### config.mk
export PLATFORM = sky130hd
export DESIGN_NAME = pwm_demod
export DESIGN_NICKNAME = d
export VERILOG_FILES = /design/src/rtl/pwm_demod_pkg.sv /design/src/rtl/pwm_win_stats.sv /design/src/rtl/pwm_demod.sv
export SDC_FILE = /design/constraint.sdc
export NUM_CORES = 1
export LEC_CHECK = 0
export ABC_AREA = 1
export BUFFER_PORTS_ARGS = -buffer_cell sky130_fd_sc_hd__buf_2
export CELL_PAD_IN_SITES_DETAIL_PLACEMENT = 1
export CELL_PAD_IN_SITES_GLOBAL_PLACEMENT = 1
export CORE_MARGIN = 3
export CORE_UTILIZATION = 47
export DETAILED_ROUTE_END_ITERATION = 10
export HOLD_SLACK_MARGIN = 0.08
export PLACE_DENSITY = 0.85
export SLEW_MARGIN = 30
export SYNTH_ARGS = -nofsm -noshare
export SYNTH_HDL_FRONTEND = slang
export SYNTH_HIERARCHICAL = 1
export SYNTH_SLANG_ARGS = --single-unit
export TNS_END_PERCENT = 1
### constraint.sdc
create_clock -name clk -period 6.15 [get_ports clk]
set_input_delay 0.3075 -clock clk [delete_from_list [all_inputs] [get_ports clk]]
set_output_delay 0.3075 -clock clk [all_outputs]
set_load 0.02 [all_outputs]
### src/rtl/pwm_demod_pkg.sv
// pwm_demod_pkg: shared FSM state type and frame constants for the PWM demodulator
package pwm_demod_pkg;
    localparam int DEF_WIDTH  = 8;
    localparam int FRAME_LEN  = 1 << DEF_WIDTH;
    localparam int SAMPLE_MAX = FRAME_LEN - 1;
    typedef enum logic {IDLE, RUN} state_e;
endpackage

### src/rtl/pwm_win_stats.sv
// pwm_win_stats: running min/max over a window of samples, publishing min/max/pp per window
module pwm_win_stats
    import pwm_demod_pkg::*;
#(
    parameter int WIDTH      = DEF_WIDTH,
    parameter int WIN_FRAMES = 64
) (
    input  logic             clk,
    input  logic             rst,
    input  logic             clr_i,
    input  logic [WIDTH-1:0] sample_i,
    input  logic             valid_i,
    output logic [WIDTH-1:0] win_max_o,
    output logic [WIDTH-1:0] win_min_o,
    output logic [WIDTH-1:0] win_pp_o,
    output logic             stats_valid_o
);
    localparam int CW = $clog2(WIN_FRAMES);
    logic [CW-1:0] cnt_q;
    logic [WIDTH-1:0] max_q, min_q, max_n, min_n;
    logic first, last;
    assign first = (cnt_q == '0);
    assign last  = (cnt_q == CW'(WIN_FRAMES - 1));
    assign max_n = (first || sample_i > max_q) ? sample_i : max_q;
    assign min_n = (first || sample_i < min_q) ? sample_i : min_q;
    always_ff @(posedge clk) begin
        if (rst) begin
            cnt_q         <= '0;
            max_q         <= '0;
            min_q         <= '0;
            win_max_o     <= '0;
            win_min_o     <= '0;
            win_pp_o      <= '0;
            stats_valid_o <= 1'b0;
        end else begin
            stats_valid_o <= valid_i & last & ~clr_i;
            if (clr_i) begin
                cnt_q <= '0;
            end else if (valid_i) begin
                max_q <= max_n;
                min_q <= min_n;
                cnt_q <= last ? '0 : cnt_q + 1'b1;
                if (last) begin
                    win_max_o <= max_n;
                    win_min_o <= min_n;
                    win_pp_o  <= max_n - min_n;
                end
            end
        end
    end
endmodule

### src/rtl/pwm_demod.sv
// pwm_demod: recovers one sample per PWM frame by counting high cycles, with windowed statistics
module pwm_demod
    import pwm_demod_pkg::*;
#(
    parameter int WIDTH       = DEF_WIDTH,
    parameter int SYNC_STAGES = 2,
    parameter int WIN_FRAMES  = 64
) (
    input  logic             clk,
    input  logic             rst,
    input  logic             pwm_in,
    output logic [WIDTH-1:0] sample,
    output logic             sample_valid,
    output logic             locked,
    output logic             lock_lost,
    output logic [WIDTH-1:0] win_max,
    output logic [WIDTH-1:0] win_min,
    output logic [WIDTH-1:0] win_pp,
    output logic             stats_valid
);
    logic [SYNC_STAGES-1:0] sync_q;
    logic prev_q, mis_q, sample_valid_q, lock_lost_q;
    state_e state_q;
    logic [WIDTH-1:0] pos_q, sample_q, sample_d;
    logic [WIDTH:0] hc_q, hc_tot;
    logic pwm_s, rise, frame_end, mis_now, emit, drop;

    assign pwm_s     = sync_q[SYNC_STAGES-1];
    assign rise      = pwm_s & ~prev_q;
    assign hc_tot    = hc_q + {{WIDTH{1'b0}}, pwm_s};
    assign frame_end = (state_q == RUN) && (pos_q == '1);
    assign mis_now   = mis_q | (rise && pos_q != '0);
    assign emit      = frame_end & ~mis_now;
    assign drop      = frame_end & mis_now;
    // an all-high frame counts 2^WIDTH and saturates to the top code
    assign sample_d  = emit ? (hc_tot[WIDTH] ? {WIDTH{1'b1}} : hc_tot[WIDTH-1:0]) : sample_q;

    always_ff @(posedge clk) begin
        if (rst) begin
            sync_q         <= '0;
            prev_q         <= 1'b0;
            state_q        <= IDLE;
            pos_q          <= '0;
            hc_q           <= '0;
            mis_q          <= 1'b0;
            sample_q       <= '0;
            sample_valid_q <= 1'b0;
            lock_lost_q    <= 1'b0;
        end else begin
            sync_q         <= {sync_q[SYNC_STAGES-2:0], pwm_in};
            prev_q         <= pwm_s;
            sample_q       <= sample_d;
            sample_valid_q <= emit;
            lock_lost_q    <= drop;
            if (state_q == IDLE) begin
                if (rise) begin
                    state_q <= RUN;
                    pos_q   <= WIDTH'(1);
                    hc_q    <= (WIDTH + 1)'(1);
                    mis_q   <= 1'b0;
                end
            end else begin
                pos_q <= pos_q + 1'b1;
                hc_q  <= frame_end ? '0 : hc_tot;
                mis_q <= frame_end ? 1'b0 : mis_now;
                if (drop) state_q <= IDLE;
            end
        end
    end

    assign sample       = sample_q;
    assign sample_valid = sample_valid_q;
    assign lock_lost    = lock_lost_q;
    assign locked       = (state_q == RUN);

    pwm_win_stats #(.WIDTH(WIDTH), .WIN_FRAMES(WIN_FRAMES)) u_stats (
        .clk           (clk),
        .rst           (rst),
        .clr_i         (drop),
        .sample_i      (sample_d),
        .valid_i       (emit),
        .win_max_o     (win_max),
        .win_min_o     (win_min),
        .win_pp_o      (win_pp),
        .stats_valid_o (stats_valid)
    );
endmodule

# ---- After elaboration in Yosys (flattened, before gate mapping)
# Cells that the tools add are included.
dict set report word_totals {
  register_bits 79
  inputBits 3
}
dict set report classes {
  n_addsub 4
  n_lt_le_gt_ge 2
  n_eq_ne 2
  mux 16
  n_bitwise 9
  reduce_logical 10
}
# cell n
set op_table {}
lappend op_table {{8-bit 2-to-1 mux} 6}
lappend op_table {{9-bit 2-to-1 mux} 3}
lappend op_table {{9-bit by 1-bit adder with 9-bit output} 1}
lappend op_table {{8-bit by 1-bit adder with 8-bit output (second input constant)} 1}
lappend op_table {{8-bit equality test (second input constant)} 1}
lappend op_table {{8-bit greater-than comparator} 1}
lappend op_table {{8-bit less-than comparator} 1}
lappend op_table {{8-bit nonzero test} 1}
lappend op_table {{8-bit subtractor} 1}
lappend op_table {{6-bit by 1-bit adder with 6-bit output (second input constant)} 1}
lappend op_table {{6-bit equality test (second input constant)} 1}
lappend op_table {{6-bit zero test} 1}
lappend op_table {{1-bit 2-to-1 mux} 6}
lappend op_table {{6-bit 2-to-1 mux} 1}
lappend op_table {{1-bit bitwise AND} 5}
lappend op_table {{1-bit inverter} 3}
lappend op_table {{3-bit AND reduction} 1}
lappend op_table {{1-bit logical AND} 2}
lappend op_table {{1-bit logical OR} 2}
lappend op_table {{2-bit AND reduction} 1}
lappend op_table {{2-bit nonzero test} 1}
lappend op_table {{2-bit OR reduction} 1}
lappend op_table {{1-bit OR} 1}

# ---- Logic depth before layout (Yosys ltp)
# Gate-level depths: netlist of the first run.
dict set report logic_depth {
  word_depth 11
  mapped_depth 35
}

# ---- Modules after synthesis
# The synthesis of the first run kept the hierarchy.
# mod instances cells_each area_each_um2 seq_area_each_um2
set modules_own_cells {}
lappend modules_own_cells {pwm_win_stats 1 388 2772.7 940.9}
lappend modules_own_cells {pwm_demod 1 237 1627.8 640.6}

# ---- Worst setup path before layout of the first run
# OpenSTA, ideal clock, no wires.
dict set report synth_timing {
  path_kind {reg2reg}
  startpoint {register sync_q[1]}
  endpoint {register u_stats.win_pp_o[6]}
  setup_time_ns 0.117
  arrival_ns 3.809
  required_time_ns 6.033
  setup_slack_ns 2.224
  path_stages_with_launch 32
  period_less_slack_ns 3.926
  path_cell_list {dfxtp_1 -> ha_1 -> ha_1 -> nand2_1 -> nor2_2 -> nand2_1 -> nand2_2 -> nand2_2 -> nor2_1 -> nand2_1 -> nand2_1 -> inv_1 -> ha_1 -> a21oi_1 -> nor2_1 -> nor3_1 -> nand2_2 -> nand2_4 -> buf_6 -> o21ai_2 -> ha_1 -> fa_1 -> o21ai_0 -> nand2_1 -> nand2_1 -> nand2_1 -> nand2_1 -> a21oi_1 -> nand2_1 -> nand2_1 -> o221ai_1 -> inv_1}
}
dict set report synth_between {
  elab_chain_len 10
  word_cells_on_any_way 18
}
# element line_no
set synth_lines {}
lappend synth_lines {{start, declared} pwm_demod.sv:21} ;# logic [SYNC_STAGES-1:0] sync_q;
lappend synth_lines {{start signal, assigned} pwm_demod.sv:50} ;# sync_q <= {sync_q[SYNC_STAGES-2:0], pwm_in};
lappend synth_lines {{parallel branches: the longest is 5 deep, another holds 9-bit by 1-bit adder with 9-bit output} -}
lappend synth_lines {{8-bit 2-to-1 mux *} pwm_demod.sv:36} ;# assign sample_d = emit ? (hc_tot[WIDTH] ? {WIDTH{1'b1}} : hc_tot[WIDTH-1:0]) : sample_q;
lappend synth_lines {{named net sample_d[5]} pwm_demod.sv:24} ;# logic [WIDTH-1:0] pos_q, sample_q, sample_d;
lappend synth_lines {{8-bit less-than comparator *} pwm_win_stats.sv:25} ;# assign min_n = (first || sample_i < min_q) ? sample_i : min_q;
lappend synth_lines {{1-bit logical OR *} pwm_win_stats.sv:25}
lappend synth_lines {{8-bit 2-to-1 mux *} pwm_win_stats.sv:25}
lappend synth_lines {{named net u_stats.min_n[0]} pwm_win_stats.sv:20} ;# logic [WIDTH-1:0] max_q, min_q, max_n, min_n;
lappend synth_lines {{8-bit subtractor *} pwm_win_stats.sv:46} ;# win_pp_o <= max_n - min_n;
lappend synth_lines {{end signal, assigned} pwm_win_stats.sv:46}
lappend synth_lines {{end, declared} pwm_win_stats.sv:15} ;# output logic [WIDTH-1:0] win_pp_o,
# Mark *: on every way through the listed nets, which the timed path passes.
# A chain may end at the register's enable or synchronous reset.

# ---- Worst setup path in the final report of the first run
dict set report layout_timing {
  startpoint {register sync_q[1]}
  endpoint {register u_stats.win_pp_o[6]}
}
dict set report layout_between {
  elab_chain_len 10
  word_cells_on_any_way 18
}
# element line_no
set layout_lines {}
lappend layout_lines {{parallel branches: the longest is 5 deep, another holds 9-bit by 1-bit adder with 9-bit output} -}
lappend layout_lines {{8-bit 2-to-1 mux *} pwm_demod.sv:36}
lappend layout_lines {{named net sample_d[6]} pwm_demod.sv:24}
lappend layout_lines {{8-bit greater-than comparator or 8-bit less-than comparator (tied branches)} {pwm_win_stats.sv:24, pwm_win_stats.sv:25}}
lappend layout_lines {{1-bit logical OR, on equally long branches} {pwm_win_stats.sv:24, pwm_win_stats.sv:25}}
lappend layout_lines {{8-bit 2-to-1 mux, on equally long branches} {pwm_win_stats.sv:24, pwm_win_stats.sv:25}}
lappend layout_lines {{8-bit subtractor *} pwm_win_stats.sv:46}
# Marked as above.

==> metrics, run 1 <==
Hold Path Class=input port to flip-flop; total wire length=approximately 12000 um; CTS tree=done; most instantiated library cell after synthesis=nand2_1; CTS Buf Count=9; routability cong.=roughly 0.86; worst clock skew=a little over 10 ps; first-pass GRT wire length=20000 um; number of warning messages in the yosys log=6; FILL cells=roughly 1.2k; placed cell count=approximately 750; Starting DRT DRC Count=approximately 160; Avg Cell Area, Syn=roughly 7.0 um^2; I/O pins=39; crit path to=u_stats/win_pp_o[6]; final setup fails=0; largest net degree at the start of global routing=42; Critical-path top delay cell=fa_1; cell taking the most area after synthesis=dfxtp_1; R2R cell count=31; Synth Register Bits=79; status=finished clean; critical path class=flip-flop to flip-flop; RSZ-0062 raised after global routing=false; worst r2r src=sync_q[1]; synthesized cell area=between 0.004 and 0.005 mm^2; Core Util, Final=0.543; critical path required time=around 6400 ps; MaxCap Viol Count=0; share of cells above drive strength 1=0.135; WL/cell=15.5 um; cell mode on critical path=nand2_1; Final period util=0.752; vias in the first global route=roughly 4.1k; Yosys cell types=41; Root Driver=clkbuf_8; Max VDD drop=slightly above 0.1 mV; H-Tree Depth=3; die height=103 um; syn_nets=~660; top-area cell type share of the netlist area=0.359; min Tclk post-route=approximately 4600 ps; fmax=between 0.2 and 0.25 GHz; postcts setup bufs=0; die width=approximately 100 um; num rows=34; via count=4055; initial antenna violation count=0; Die Area=around 0.011 mm^2; Slew HR=0.405; Slew Limit Fails=0; Clock Latency Late Sink=between 300 and 400 ps; Syn Inst Count=roughly 630; final non-filler cell total=around 770; Area Growth Syn to Fin=9.78%; post-placement cell area=0.00461 mm^2; WP data arrival=just under 5000 ps; register area share after synthesis=0.359; residual DRC count=0; Diodes inserted=0; Max stage delay on crit path=roughly 410 ps; Pre-antenna DRT Iters=6; GR Overflow Total=0; Clock Sinks=approximately 80; CTS Buffer Depth=2; hold depth=3; Post-CTS Resized=0; ys async rst share=0; Critical Path Sink Type=flip-flop; Max FO, Critical Path=16; Post-CTS Hold Fix Bufs=0; commonest cells in the netlist=nand2_1, inv_1, dfxtp_1; Antenna Nets Post-Route=0; via-per-instance ratio=between 5 and 6; hpwl dp=8840 um; GR Util All Layers=0.239; Leakage=2.44 nW; Total Power=about 970 uW; power per cell area=~200 mW/mm^2; Setup Total Neg Slack=0 ps; initial core utilization=0.495; largest cells by area after synthesis=dfxtp_1, nand2_1, inv_1; Core ar.=between 0.008 and 0.009 mm^2; Fin. Hold Viols=0; Final Cell Area=just under 0.005 mm^2; CP Launch Type=flip-flop; port buffer count=38; worst r2r dst=u_stats/win_pp_o[6]; worst-margin pin slew=around 900 ps; Synth Flop Type=dfxtp_1; crit path from=sync_q[1]; worst reg-to-reg setup slack=~1500 ps; EDFF count, synth=0; Reg clk slew, reported paths=about 90 ps; Nets=between 600 and 700
## where the power goes
group	leakage (nW)	internal, mW	total (mW)	switching [mW]
clock	0.109	0.237	0.432	0.195
sequential	0.637	0.513	0.516	0.00252
combinational	1.70	0.00582	0.0265	0.0207
## through the flow
step / hold WS (ps) / setup WS (ps)
5_1_grt: 141 / 887
3_3_place_gp: 400 / 1830
3_5_place_dp: 403 / 1570
6_report: 161 / 1520
2_1_floorplan: 388 / 2220
4_1_cts: 143 / 1520
## cells by family (layout without fill, tap and decap cells)
logic type,after synthesis,after routing,share of synthesized area
and+or+nand+nor,253,253,0.254
buffers and inverters,135,171,0.127
AOI/OAI and AO/OA,123,123,0.164
DFF,79,79,0.359
adders and majority gates,29,29,0.0842
xor gates and xnor gates,6,6,0.0119
## routing by layer
layer | vias to the layer above | track usage | part of all wire
li1 | 2038 | - | -
met1 | 1946 | 0.327 | 0.49
met2 | 62 | 0.393 | 0.46
met3 | 9 | 0.0494 | 0.043
met4 | 0 | 0.0488 | 0.0081
met5 | - | 0 | 0
## layout by cell type (no fill, tap or decap), drive strengths merged, types with 2 or more instances in the layout
cell,netlist,layout
clkbuf,8,11
o21bai,7,7
o211ai,11,11
a31oi,3,3
o221ai,2,2
ha,28,28
nand2,163,163
nand3b,2,2
nand3,25,25
bufinv,0,2
a211oi,2,2
clkinv,0,2
buf,10,39
xor2,5,5
nor3,9,9
o21ai,51,51
dfxtp,79,79
inv,117,117
a21oi,43,43
nor2,51,51
## registers in the layout, indices dropped and copies added, names as in the netlist
register	flops
u_stats/min_q	8
u_stats/stats_valid_o	1
prev_q	1
sync_q	2
u_stats/win_max_o	8
sample	8
u_stats/max_q	8
pos_q	8
u_stats/cnt_q	6
lock_lost	1
locked	1
mis_q	1
u_stats/win_pp_o	8
u_stats/win_min_o	8
sample_valid	1
hc_q	9
## worst max-delay path: cells and delay by family (launching register included)
kind	cells	cell delay, ps
simple gates	20	2060
buf+inv	2	140
fa+ha+maj	5	1410
compound gates	4	560
flops	1	340
## worst min-delay path by stage
stage	startpoint	to	slack, ps
after floorplan	sync_q[0]	sync_q[1]	390
after global placement	sync_q[0]	sync_q[1]	400
after detailed placement	sync_q[0]	sync_q[1]	400
after CTS	pwm_in	sync_q[0]	140
after global routing	pwm_in	sync_q[0]	140
final	pwm_in	sync_q[0]	160
## final cells by class
class,instances,area [um^2],share of cell area
clock inverters,4,70.1,0.0145
clock buffers,11,141,0.0293
multi-input cells,411,2270,0.469
flip-flops and latches,79,1580,0.327
inverters,117,439,0.0909
repair buffers,39,198,0.0409
well taps,108,135,0.0280
(Power assumes the default switching activity.)
==> run 2: changes to the inputs <==
Settings changed: CORE_UTILIZATION 47 to 39, PLACE_DENSITY 0.85 to 0.75.
Clock period 6.15 ns to 4 ns, I/O delays scaled along.
==> metrics, run 2 (synthesis results as in run 1) <==
Seq pwr share=0.445; Nets=743; critical path required time=approximately 4200 ps; Starting DRT DRC Count=201; fmax=between 0.2 and 0.25 GHz; initial core utilization=0.402; combinational share of power=0.026; delay-heaviest family, CP=simple AND/OR/NAND/NOR gates; total wire length=14700 um; status=finished with violations; clock power share=0.529; via count=roughly 4.4k; worst-margin pin slew=about 800 ps; P_int=roughly 1.4 mW; Total Power=1.78 mW; num rows=38; Critical Path Sink Type=flip-flop; via-per-instance ratio=approximately 5.1; die width=~110 um; hold_sp=sync_q[0]; Clock Sinks=79; largest net degree at the start of global routing=40; Final Cell Area=a little under 0.006 mm^2; R2R cell count=30; Area Growth Syn to Fin=33.2%; H-Tree Depth=3; GR Util All Layers=0.215; Reg clk slew, reported paths=~60 ps; residual DRC count=0; max FFs per register=9; Hold Path Class=flip-flop to flip-flop; WL/cell=about 17 um; hold depth=2; critical path class=flip-flop to flip-flop; cell mode on critical path=nand2_1; Diodes inserted=0; post-placement cell area=just under 0.005 mm^2; Core ar.=0.0109 mm^2; most frequent cells in the layout=nand2_1, inv_1, dfxtp_1; sw frac=0.205; Top reg by flops=hc_q; Fin. Hold Viols=0; hpwl dp=between 9000 and 10000 um; Max FO, Critical Path=5; RSZ-0062 raised after global routing=true; worst r2r src=sync_q[1]; Final period util=1.03; final setup fails=4; WP data arrival=~4400 ps; Slew Limit Fails=0; worst path bufs/invs=4; worst reg-to-reg setup slack=-110 ps; P_sw=367 uW; Fin Hold WS=around 400 ps; placed cell count=just over 800; Setup WS post-layout=-113 ps; I/O pins=39; Max VDD drop=around 0.25 mV; Worst Hold Path EP=sync_q[1]; Clock Latency Late Sink=~350 ps; final non-filler cell total=around 860; failing checks=setup timing; share of cells above drive strength 1=0.295; most common cell after layout, fill and taps aside=nand2_1; dpl ws=-247 ps; GR Overflow Total=0; initial antenna violation count=0; first-pass GRT wire length=21900 um; MaxCap Viol Count=0; routability cong.=around 0.83; Slew HR=0.450; worst clock skew=5.37 ps; port buffer count=38; power per cell area=between 300 and 400 mW/mm^2; Core Util, Final=0.536; Antenna Nets Post-Route=0; min Tclk post-route=between 4000 and 5000 ps; Root Driver=clkbuf_16; Setup Total Neg Slack=-265 ps; CTS Buf Count=9; Pre-antenna DRT Iters=4; vias in the first global route=4411; Leakage=~2.8 nW; Die Area=0.0126 mm^2; Critical-path top delay cell=fa_2; CTS Buffer Depth=2; worst r2r dst=u_stats/win_pp_o[6]; Max stage delay on crit path=390 ps; die height=approximately 110 um; CTS tree=done; CP Launch Type=flip-flop
==> run 2: cell count changes in the layout (fill, tap and decap cells not counted), moves of 7 or more <==
cell / previous run / this run
buf_4: 1 / 49
clkbuf_16: 0 / 9
ha_1: 28 / 14
ha_4: 0 / 14
nand2_1: 154 / 133
nand2_2: 8 / 24
nor2_1: 42 / 35
==> run 2: routing by layer <==
metal,part of all wire,track usage,up-vias
li1,-,-,2154
met1,0.45,0.284,2142
met2,0.50,0.358,69
met3,0.035,0.0340,21
met4,0.017,0.0721,0
met5,0,0,-
==> run 2: timing repair <==
item                                    in CTS  in global routing
pin swaps                                   12                 27
cloned                                       0                  1
buffers inserted                             3                 10
endpoints found under the setup margin       5                  5
gates resized for setup                     25                 72
hold buffers                                 1                  0
endpoints found under the hold margin        1                  0
==> run 2: worst max-delay path by stage <==
stage / from / to / cells after the start / slack (ps)
5_1_grt: sync_q[1] / u_stats/win_pp_o[6] / 30 / -310
6_report: sync_q[1] / u_stats/win_pp_o[6] / 30 / -110
3_3_place_gp: sync_q[1] / u_stats/win_pp_o[6] / 32 / 3
2_1_floorplan: sync_q[1] / u_stats/win_pp_o[6] / 31 / 70
3_5_place_dp: sync_q[1] / u_stats/win_pp_o[6] / 32 / -250
4_1_cts: hc_q[0] / u_stats/win_pp_o[6] / 33 / -10
==> run 2: power by group through the flow <==
stage               Sequential (mW)  Combinational, mW  Clock, mW
floorplan                     0.811             0.0321          0
finish                        0.794             0.0470      0.943
global route                  0.794             0.0527      0.994
global placement              0.810             0.0416          0
CTS                           0.794             0.0439      0.959
detailed placement            0.811             0.0424          0
==> run 2: layout make-up <==
cell class	count	area, um^2
Multi-Input combinational cell	412	2690
Timing Repair Buffer	92	622
Clock buffer	14	284
Fill cell	1382	5070
Tap cell	140	175
Sequential cell	79	1590
Inverter	117	439
Clock inverter	2	60.1
==> run 2: tightest hold or removal path, cell delays in order, from the launching register on <==
cell and delay [ps]:
dfxtp_1 300, inv_1 40, nor2_1 30
==> run 3: changes to the inputs <==
Settings changed: ABC_AREA 1 to unset, CORE_UTILIZATION 39 to 41.
==> metrics, run 3 <==
status=finished with violations; failing checks=setup timing; hold_sp=rst; Final period util=1.23; syn_nets=between 500 and 600; Nets=640; Starting DRT DRC Count=about 160; Slew HR=0.497; max FFs per register=9; register area share after synthesis=0.380; synthesized cell area=between 0.004 and 0.005 mm^2; Synth Flop Type=dfxtp_1; GR Layer Usage met2=0.403; Core Util, Final=0.572; post-placement cell area=roughly 0.0052 mm^2; EDFF count, synth=0; cell taking the most area after synthesis=dfxtp_1; worst r2r src=pos_q[1]; Pre-antenna DRT Iters=4; GR Util All Layers=0.231; via count=just over 4k; MaxCap Viol Count=0; Top reg by flops=hc_q; largest net degree at the start of global routing=between 40 and 50; critical path class=flip-flop to flip-flop; Clock Latency Late Sink=380 ps; Area Growth Syn to Fin=35.0%; via-per-instance ratio=5.55; die width=107 um; total wire length=14300 um; WP data arrival=about 5200 ps; residual DRC count=0; Clock Sinks=slightly below 80; port buffer count=38; busiest grt layer=met2; largest cells by area after synthesis=dfxtp_1, ha_1, nor2_1; crit path from=pos_q[1]; final non-filler cell total=approximately 740; placed cell count=just over 700; Antenna Nets Post-Route=0; CTS Buf Count=9; routability cong.=between 0.8 and 0.9; worst clock skew=roughly 16 ps; Syn Inst Count=a little under 500; most frequent cells in the layout=buf_4, dfxtp_1, nor2_1; Hold Path Class=input port to flip-flop; met1 Track Usage GR=0.277; Reg clk slew, reported paths=~90 ps; power per cell area=between 200 and 250 mW/mm^2; number of warning messages in the yosys log=6; H-Tree Depth=3; Critical Path Sink Type=flip-flop; FILL cells=approximately 1.2k; most instantiated library cell after synthesis=dfxtp_1; share of cells above drive strength 1=0.337; hpwl dp=slightly above 9000 um; top-area cell type share of the netlist area=0.380; final setup fails=11; Total Power=1.38 mW; Core ar.=0.00982 mm^2; Die Area=approximately 0.011 mm^2; RSZ-0062 raised after global routing=true; Max VDD drop=~0.18 mV; Synth Register Bits=79; initial core utilization=0.424; Fin Hold WS=322 ps; Diodes inserted=0; Max FO, Critical Path=8; most common cell after layout, fill and taps aside=buf_4; worst-margin pin slew=about 750 ps; num rows=36; Setup WS post-layout=-919 ps; CP Launch Type=flip-flop; I/O pins=39; Yosys cell types=57; critical path required time=between 4000 and 5000 ps; GR Util met3=0.0536; Root Driver=clkbuf_8; Slew Limit Fails=0; commonest cells in the netlist=dfxtp_1, nor2_1, inv_1, nand2_1; Fin. Hold Viols=0; Avg Cell Area, Syn=~8.6 um^2; initial antenna violation count=0; min Tclk post-route=4920 ps; first-pass GRT wire length=20900 um; ys async rst share=0; CTS Buffer Depth=2; WL/cell=19.2 um; Leakage=2.29 nW; die height=roughly 110 um; fmax=0.203 GHz; GR Overflow Total=0; CTS tree=done; Final Cell Area=roughly 0.0056 mm^2; vias in the first global route=4284
==> run 3: changes by cell type in the layout (fill, tap and decap cells not counted), moves of 23 or more <==
cell      delta
nand2_1    -104
a211oi_1    +23
nand2_2     -24
buf_4       +43
inv_1       -80
nor2_1      +31
==> run 3: cell type report <==
cell class	count	area, um^2	share of cell area
clock buffer	13	159	0.0283
timing repair buffer	134	942	0.168
clock inverter	1	5.00	0.000891
inverter	30	115	0.0205
tap	133	166	0.0296
sequential	79	1590	0.282
multi-input combinational	354	2640	0.471
==> run 3: worst max-delay path, stage by stage, from the launching register on <==
cell	delay (ps)
dfxtp_2	330
inv_2	50
ha_1	120
or4b_4	480
o22ai_4	150
nand2_4	120
inv_4	130
nor2_1	80
a21oi_1	290
ha_1	250
nand4_1	200
o21a_1	280
nor3_4	250
buf_12	170
mux2i_4	230
inv_1	60
ha_1	260
nor2b_1	140
o21ai_1	150
nand2b_1	100
a311o_1	310
and2_4	190
or4_4	430
nand3_2	90
==> run 3: metrics by stage <==
stage                     setup WS [ps]  TNS (ps)
after global placement             -844     -4030
after floorplan                    -615     -2110
final                              -919     -4230
after CTS                          -840     -3940
after detailed placement           -917     -4600
after global routing              -1060     -6410
==> run 3: timing repair <==
action,in CTS,in global routing
setup buffers,4,5
gates resized for setup,19,28
hold buffers,1,0
pin swaps,5,17
endpoints found under the setup margin,7,16
endpoints found under the hold margin,1,0
==> run 3: final timing paths <==
check | depth (start not counted) | slack (ps) | endpoint
max | 23 | -920 | u_stats/win_pp_o[7]
min reg2reg | 2 | 460 | u_stats/win_pp_o[2]
min | 2 | 320 | sample_valid
max reg2reg | 23 | -920 | u_stats/win_pp_o[7]
==> run 3: report_power, final <==
group / switching (mW) / total (mW) / internal, mW
Sequential: 0.00262 / 0.793 / 0.790
Clock: 0.288 / 0.540 / 0.252
Combinational: 0.0349 / 0.0515 / 0.0167
Total: 0.325 / 1.38 / 1.06
==> run 3: cells by family after synthesis <==
logic type | Yosys count | share of synthesized area
AOI/OAI and AO/OA | 102 | 0.168
DFF | 79 | 0.380
muxes | 28 | 0.0698
and+or+nand+nor | 180 | 0.214
buffers and inverters | 51 | 0.0478
xor gates and xnor gates | 15 | 0.0316
adders and majority gates | 29 | 0.0890
==> run 3: routing by layer <==
layer / routed length, um / part of all wire / vias up
met5: 0 / 0 / -
met4: 468 / 0.033 / 0
met3: 579 / 0.040 / 37
met2: 7430 / 0.52 / 111
met1: 5840 / 0.41 / 2024
li1: - / - / 1957
